File: config.mk
export PLATFORM = sky130hd
export DESIGN_NAME = serial_disp_rx
export DESIGN_NICKNAME = d
export VERILOG_FILES = /design/src/rtl/serial_disp_rx.sv
export SDC_FILE = /design/constraint.sdc
export NUM_CORES = 1
export LEC_CHECK = 0
export ABC_AREA = 1
export ABC_CLOCK_PERIOD_IN_PS = 1600
export BUFFER_PORTS_ARGS = -buffer_cell sky130_fd_sc_hd__buf_2
export CAP_MARGIN = 25
export CORE_MARGIN = 1
export CORE_UTILIZATION = 57
export DETAILED_ROUTE_END_ITERATION = 10
export PLACE_DENSITY = 0.9
export SYNTH_ARGS = -nofsm -noshare
export SYNTH_HDL_FRONTEND = slang
export SYNTH_SLANG_ARGS = --single-unit
File: constraint.sdc
create_clock -name clk -period 1.6 [get_ports clk]
set_clock_uncertainty 0.15 [all_clocks]
set_input_delay 0.08 -clock clk [delete_from_list [all_inputs] [get_ports clk]]
set_output_delay 0.08 -clock clk [all_outputs]
set_load 0.005 [all_outputs]
File: src/rtl/serial_disp_rx.sv
// serial_disp_rx
// Receives the three-wire serial display stream (shift clock, data, latch
// enable) by oversampling it on clk. Each frame is deserialized MSB first.
// The committed word is presented on data, with a one-cycle valid strobe.
//
// Ports:
//   clk       sampling clock (at least 4x ser_clk)
//   rstn      asynchronous active-low reset
//   ser_clk   serial shift clock; data is sampled on its rising edge
//   ser_do    serial data, MSB first
//   ser_le    latch enable; low while shifting, rising edge commits
//   data      last committed frame
//   valid     one-cycle pulse when data updates
//   frame_err sticky; set by a frame whose bit count differs from FRAME_BITS
//   busy      high while a frame is being received
//
// Build option:
//   SERIAL_DISP_RX_STRICT_EN
//     When defined, frames with a bad length are dropped (no data update,
//     no valid). When undefined, every latch commits the shift register.
//
// state    | meaning
// ST_IDLE  | no frame in progress, bit counter at 0
// ST_SHIFT | frame being shifted in
// ST_LATCH | one cycle: commit frame, clear counter
module serial_disp_rx #(
  parameter int FRAME_BITS = 64
) (
  input  logic                  clk,
  input  logic                  rstn,
  input  logic                  ser_clk,
  input  logic                  ser_do,
  input  logic                  ser_le,
  output logic [FRAME_BITS-1:0] data,
  output logic                  valid,
  output logic                  frame_err,
  output logic                  busy
);

  localparam int CW = $clog2(FRAME_BITS + 2);
  localparam logic [CW-1:0] CNT_FULL = CW'(FRAME_BITS);
  localparam logic [CW-1:0] CNT_OVER = CW'(FRAME_BITS + 1);

  typedef enum logic [1:0] {ST_IDLE, ST_SHIFT, ST_LATCH} state_t;

  state_t r_state, w_next;

  // Bits [1:0] form the synchronizer; bit [2] is the edge-detect register.
  logic [2:0] r_clk_sync, r_do_sync, r_le_sync;

  logic [FRAME_BITS-1:0] r_shift;
  logic [FRAME_BITS-1:0] r_data;
  logic [CW-1:0]         r_cnt;
  logic                  r_valid;
  logic                  r_frame_err;

  logic w_clk_rise, w_le_rise, w_shift, w_do, w_len_ok;

  always_ff @(posedge clk or negedge rstn) begin
    if (!rstn) begin
      r_clk_sync <= '0;
      r_do_sync  <= '0;
      r_le_sync  <= '0;
    end else begin
      r_clk_sync <= {r_clk_sync[1:0], ser_clk};
      r_do_sync  <= {r_do_sync[1:0], ser_do};
      r_le_sync  <= {r_le_sync[1:0], ser_le};
    end
  end

  assign w_clk_rise = r_clk_sync[1] & ~r_clk_sync[2];
  assign w_le_rise  = r_le_sync[1] & ~r_le_sync[2];
  // A shift coinciding with the latch rising edge is still accepted.
  // Only edges where ser_le has already been high for a cycle are dropped.
  assign w_shift    = w_clk_rise & ~(r_le_sync[1] & r_le_sync[2]);
  // The oldest data sample was taken just before ser_clk rose. It lies
  // inside the guaranteed setup window.
  assign w_do       = r_do_sync[2];
  assign w_len_ok   = (r_cnt == CNT_FULL);

  always_ff @(posedge clk or negedge rstn) begin
    if (!rstn) r_state <= ST_IDLE;
    else       r_state <= w_next;
  end

  always_comb begin
    w_next = r_state;
    case (r_state)
      ST_IDLE: begin
        if (w_le_rise)    w_next = ST_LATCH;
        else if (w_shift) w_next = ST_SHIFT;
      end
      ST_SHIFT: begin
        if (w_le_rise) w_next = ST_LATCH;
      end
      ST_LATCH: begin
        // A shift detected during the commit cycle opens the next frame.
        if (w_shift) w_next = ST_SHIFT;
        else         w_next = ST_IDLE;
      end
      default: w_next = ST_IDLE;
    endcase
  end

  always_ff @(posedge clk or negedge rstn) begin
    if (!rstn) begin
      r_shift     <= '0;
      r_cnt       <= '0;
      r_data      <= '0;
      r_valid     <= 1'b0;
      r_frame_err <= 1'b0;
    end else begin
      r_valid <= 1'b0;
      if (w_shift) r_shift <= {r_shift[FRAME_BITS-2:0], w_do};

      if (r_state == ST_LATCH) begin
        r_cnt <= w_shift ? CW'(1) : '0;
`ifdef SERIAL_DISP_RX_STRICT_EN
        if (w_len_ok) begin
          r_data  <= r_shift;
          r_valid <= 1'b1;
        end else begin
          r_frame_err <= 1'b1;
        end
`else
        r_data  <= r_shift;
        r_valid <= 1'b1;
        if (!w_len_ok) r_frame_err <= 1'b1;
`endif
      end else if (w_shift && r_cnt != CNT_OVER) begin
        r_cnt <= r_cnt + CW'(1);
      end
    end
  end

  assign data      = r_data;
  assign valid     = r_valid;
  assign frame_err = r_frame_err;
  assign busy      = (r_state != ST_IDLE);

endmodule

==> results by group, run 1 <==
Place
  – GP Congestion: 0.809
  – Hpwl dp: 6.87 mm
  – # port buffers: 71
  – Dpl cells: 761
  – Dpl cell area: 0.00620 mm²
  – Worst slack, placed: 0.0358 ns

Routing
  – Routed via count: 3980
  – Antenna viol nets, final: 0
  – Number of remaining DRC errors: 0
  – Final Routed Wirelength: 10.6 mm
  – First-pass DRT Iterations: 6
  – DR vias/cell: 4.96
  – 1st-iter DRT viols: 239
  – Per-cell routed wire length: 13.2 µm

Yosys
  – Simple-Gate Fraction of Synth Area: 0.129
  – Ys async rst share: 1.00
  – Library cells used by synthesis: 24
  – Compound-Gate Fraction of Synth Area: 0.124
  – Synth top area share: 0.640
  – Main synth FF type: dfrtp_1
  – Post-synthesis xor/xnor area fraction: 0.00303
  – Synthesis-stage register bit count: 148
  – Mux contribution to synthesized area: 0
  – Register area share after synthesis: 0.640
  – Mapped Area: 0.00579 mm²
  – Post-synth top area cell: dfrtp_1
  – Syn_nets: 584
  – Post-synth EDFFs: 0
  – Post-Synth Adder-Cell Area: 0.00649
  – Mapped Cells: 576
  – Synth top area cells: dfrtp_1, nand2_1, o21ai_0, inv_1, o21ai_2
  – Ys Warns: 0
  – Avg Inst Size Synth: 10.0 µm²
  – Largest family of logic cells by synthesized area: simple AND/OR/NAND/NOR gates

Worst setup path
  – Critical path type: reg2reg
  – CP max FO: 8
  – Crit-path cells: inv_1 > ha_1 > inv_1 > nor2_2 > nand2_2 > nand2_4 > nand2_1 > nand2_1 > nand2_1
  – Worst path slowest cell: dfrtp_1
  – CP bufs+invs: 2
  – RR Startpoint: r_cnt[1]
  – Arr. time, crit path: 1.78 ns
  – Top cell by count, worst path: nand2_1
  – CP Launch Type: register
  – Slowest Stage Delay on Critical Path: 0.41 ns
  – CP top delay family: simple AND/OR/NAND/NOR gates
  – WP data required: 1.85 ns
  – Nature of the critical path endpoint: register
  – Critical Path Start: r_cnt[1]

Worst hold path
  – Hold_sp: ser_clk
  – Hold WC Path Type: in2reg

Layout
  – Post-route cell area: 0.00692 mm²
  – Layout Nets: 664
  – Layout cells sized above 1: 0.211
  – Sequential cell area: 0.00370 mm²
  – N_diodes: 0
  – P&R area growth vs syn: 19.7%
  – Post-Layout Cell Count: 802
  – FILL cells: 733
  – Area occupied by multi-input gates: 0.00154 mm²
  – Commonest non-fill, non-tap cells in the layout: nand2_1, dfrtp_1, o21ai_0
  – Most common cell after layout, fill and taps aside: nand2_1

CTS
  – Worst-Skew Late Latency: 0.52 ns
  – Root Driver: clkbuf_8
  – TritonCTS clock tree: built
  – Worst-path clk slew: 0.06 ns
  – Total clock buffers created by CTS: 17
  – Clock Tree Buf Depth: 2
  – Clock Sinks: 148
  – H-Tree Depth: 4

Timing
  – Final worst-path cycle share: 0.953
  – Final setup viols: 0
  – Final WS setup: 0.0749 ns
  – Hold Violations, Final: 0
  – Total Neg Setup Slack: 0 ns
  – Slew of the pin with the lowest slew margin: 0.324 ns
  – Achievable Freq: 0.656 GHz
  – Max-slew violations: 0
  – Fin crit period: 1.53 ns
  – Slew Limit Headroom: 0.784

Global routing
  – Vias in the first global route: 3914
  – GRT Overall Usage: 0.221
  – Largest net degree at the start of global routing: 61
  – Overflow after GRT: 0
  – Initial antenna violation count: 0
  – First-pass GRT wire length: 17.4 mm

Floorplanning
  – CORE AREA: 0.00982 mm²
  – Vert. Die Dim: 103 µm
  – Row Count: 36
  – I/O pin count: 72
  – Initial Utilization: 0.589
  – Width of the die: 103 µm
  – Die area: 0.0106 mm²

Flow run
  – Max-cap violations: 0

Power and ir drop
  – Worst VDD drop: 0.000693 V
  – PwrDens: 1260 mW/mm²
  – Overall Power: 8.75 mW
  – P_leak: 3.40 nW

Status
  – Status: completed
## what timing repair did
item / CTS / global route
hold endpoints to repair: 151 / 0
pin swaps: 0 / 1
buffers inserted: 1 / 3
endpoints found under the setup margin: 1 / 12
hold buffers: 5 / 0
gates resized for setup: 0 / 7
## report_power, final
part	switching, mW	internal (mW)	total [mW]
logic	0.403	0.248	0.652
clock network	1.50	2.55	4.05
registers	0.125	3.93	4.05
total	2.03	6.72	8.75
## synth_stat cells (2+ instances only)
cell and n:
dfrtp_1 148, buf_2 8, inv_1 76, nand2_1 151, ha_1 3, nor2_1 10
buf_12 6, o21ai_1 5, xor2_1 2, nand3_1 15, nand2_2 3, clkbuf_1 7
o21ai_2 15, o21ai_0 111, buf_6 6, nor3_1 2
## sequential cells by signal, indices dropped and copies added, names as in the netlist
signal,count
r_cnt,7
valid,1
r_state,2
frame_err,1
r_le_sync,3
data,64
r_clk_sync,3
r_shift,64
r_do_sync,3
## through the flow
step	hold WS, ns	util
after floorplan	-0.366	-
after detailed placement	-0.167	0.632
after global placement	-0.172	0.632
after global routing	0.0294	0.705
after CTS	0.0295	0.701
final	0.0585	0.705
## logic make-up (layout without fill, tap and decap cells)
family	count (synthesis)	in the layout
adder cells (fa/ha/maj)	3	3
AO/OA/AOI/OAI	132	132
flip-flops	148	148
AND/OR/NAND/NOR	186	186
buffers and inverters	105	198
XOR/XNOR	2	2
## area by class of cell
class	count	area share
Clock inverter	11	0.0217
Tap cell	133	0.0240
Multi-Input combinational cell	323	0.222
Clock buffer	21	0.0678
Sequential cell	148	0.535
Timing Repair Buffer	90	0.0882
Inverter	76	0.0412
## metal layers
metal  wire (µm)  global-route usage
met5           0                   0
met4         148              0.0964
met3         432              0.0624
met2        5370               0.361
met1        4660               0.277
## worst paths after layout
kind,end,slack [ns],cells past startpoint
hold reg to reg,r_clk_sync[1],0.20,0
setup reg to reg,r_cnt[3],0.07,9
setup / recovery,r_cnt[3],0.07,9
max in group asynchronous,data[10],0.33,4
min in group asynchronous,data[62],0.40,3
hold / removal,r_clk_sync[0],0.06,2
Note: power is estimated with default switching activity, not from simulation.
==> run 2: changes to the inputs <==
--- a/config.mk
+++ b/config.mk
@@ -12,7 +12,7 @@
 export CORE_MARGIN = 1
 export CORE_UTILIZATION = 57
 export DETAILED_ROUTE_END_ITERATION = 10
-export PLACE_DENSITY = 0.9
+export PLACE_DENSITY = 0.84
 export SYNTH_ARGS = -nofsm -noshare
 export SYNTH_HDL_FRONTEND = slang
 export SYNTH_SLANG_ARGS = --single-unit
==> results by group, run 2 (same netlist as run 1, synthesis figures left out) <==
Status
  – Status: completed

Global routing
  – Initial antenna violation count: 0
  – Overflow after GRT: 0
  – First-pass GRT wire length: 17.6 mm
  – GRT Overall Usage: 0.222
  – Vias in the first global route: 3850
  – Largest net degree at the start of global routing: 75

Timing
  – Final setup viols: 0
  – Slew Limit Headroom: 0.704
  – Final WS setup: 0.0702 ns
  – Total Neg Setup Slack: 0 ns
  – Hold Violations, Final: 0
  – Fin crit period: 1.53 ns
  – Slew of the pin with the lowest slew margin: 0.444 ns
  – Max-slew violations: 0
  – RSZ-0062 raised after global routing: true
  – Achievable Freq: 0.654 GHz
  – Final worst-path cycle share: 0.956
  – WHS: 0.0716 ns

Floorplanning
  – Die area: 0.0106 mm²
  – Vert. Die Dim: 103 µm
  – Initial Utilization: 0.589
  – I/O pin count: 72
  – CORE AREA: 0.00982 mm²
  – Width of the die: 103 µm
  – Row Count: 36

Power and ir drop
  – Gate power share: 0.070
  – P_leak: 3.41 nW
  – Power share of the clock group: 0.484
  – Worst VDD drop: 0.000763 V
  – NetSw: 2.03 mW
  – Internal cell power: 7.07 mW
  – PwrDens: 1310 mW/mm²
  – Switching Share: 0.223
  – Overall Power: 9.10 mW
  – Share of power burned in registers: 0.446

Worst setup path
  – WP data required: 1.37 ns
  – Crit-path cells: or2_4 > buf_2
  – CP max FO: 3
  – CP bufs+invs: 1
  – Slowest Stage Delay on Critical Path: 0.41 ns
  – Nature of the critical path endpoint: output port
  – Arr. time, crit path: 1.30 ns
  – CP top delay family: flip-flops
  – Critical path type: reg2out
  – CP Launch Type: register
  – Worst path slowest cell: dfrtp_1

Routing
  – Routed via count: 3971
  – Antenna viol nets, final: 0
  – 1st-iter DRT viols: 228
  – DR vias/cell: 4.95
  – Number of remaining DRC errors: 0
  – First-pass DRT Iterations: 5
  – Final Routed Wirelength: 10.5 mm
  – Per-cell routed wire length: 13.1 µm

Place
  – GP Congestion: 0.777
  – # port buffers: 71
  – Worst slack, placed: 0.0443 ns
  – Hpwl dp: 6.77 mm

Layout
  – FILL cells: 748
  – P&R area growth vs syn: 20.2%
  – Commonest non-fill, non-tap cells in the layout: nand2_1, dfrtp_1, o21ai_0
  – Sequential cell area: 0.00370 mm²
  – Final core utilization: 0.708
  – Layout cells sized above 1: 0.205
  – N_diodes: 0
  – Most common cell after layout, fill and taps aside: nand2_1
  – Layout Nets: 664
  – Area occupied by multi-input gates: 0.00153 mm²

CTS
  – Clock Tree Buf Depth: 2
  – H-Tree Depth: 4
  – Total clock buffers created by CTS: 17
  – Clock Sinks: 148
  – Worst-path clk slew: 0.06 ns
  – Worst-Skew Late Latency: 0.51 ns
  – Root Driver: clkbuf_8
  – TritonCTS clock tree: built

Worst hold path
  – Hold WC Path Type: in2reg

Flow run
  – Max-cap violations: 0
==> run 2: worst register-to-register path, stage by stage (launching register included) <==
cell,delay [ns]
dfrtp_2,0.45
ha_1,0.25
nand3_1,0.17
xor2_1,0.18
nor2_1,0.05
nand2_1,0.08
nand2_1,0.07
==> run 2: layout make-up <==
cell class	count	area share
inverter	76	0.0410
tap	133	0.0239
clock inverter	12	0.0326
timing repair buffer	90	0.0869
multi-input combinational	323	0.220
sequential	148	0.533
clock buffer	20	0.0626
==> run 2: routing by layer <==
metal  global-route usage  wire length [µm]
met5                    0                 0
met4               0.0672                84
met3               0.0698               427
met2                0.368              5330
met1                0.284              4700
==> run 2: power by group through the flow <==
stage               registers (mW)  clock network (mW)  logic (mW)
floorplan                     4.10                   0       0.370
global placement              4.11                   0       0.571
detailed placement            4.12                   0       0.611
CTS                           4.05                4.47       0.626
global route                  4.07                4.64       0.732
finish                        4.05                4.40       0.639
==> run 2: through the flow <==
stage / instances / instance area, µm²
2_1_floorplan: 576 / 5790
3_3_place_gp: 762 / 6200
3_5_place_dp: 762 / 6200
4_1_cts: 800 / 6920
5_1_grt: 802 / 6960
6_report: 802 / 6960
==> run 2: worst paths after layout <==
| kind | endpoint | depth (start not counted) | from | slack [ns] |
|---|---|---|---|---|
| max | busy | 2 | r_state[0] | 0.07 |
| min | r_do_sync[0] | 2 | ser_do | 0.07 |
| max reg2reg | r_cnt[4] | 6 | r_cnt[0] | 0.07 |
| min reg2reg | r_clk_sync[1] | 0 | r_clk_sync[0] | 0.20 |
| max in group asynchronous | data[14] | 4 | rstn | 0.23 |
| min in group asynchronous | r_shift[54] | 3 | rstn | 0.47 |
==> run 2: repair_timing <==
item,in CTS,in global routing
gates resized for setup,0,3
endpoints found under the hold margin,151,0
endpoints found under the setup margin,1,38
setup buffers,1,2
cloned,0,0
pin swaps,0,1
hold buffers,5,0
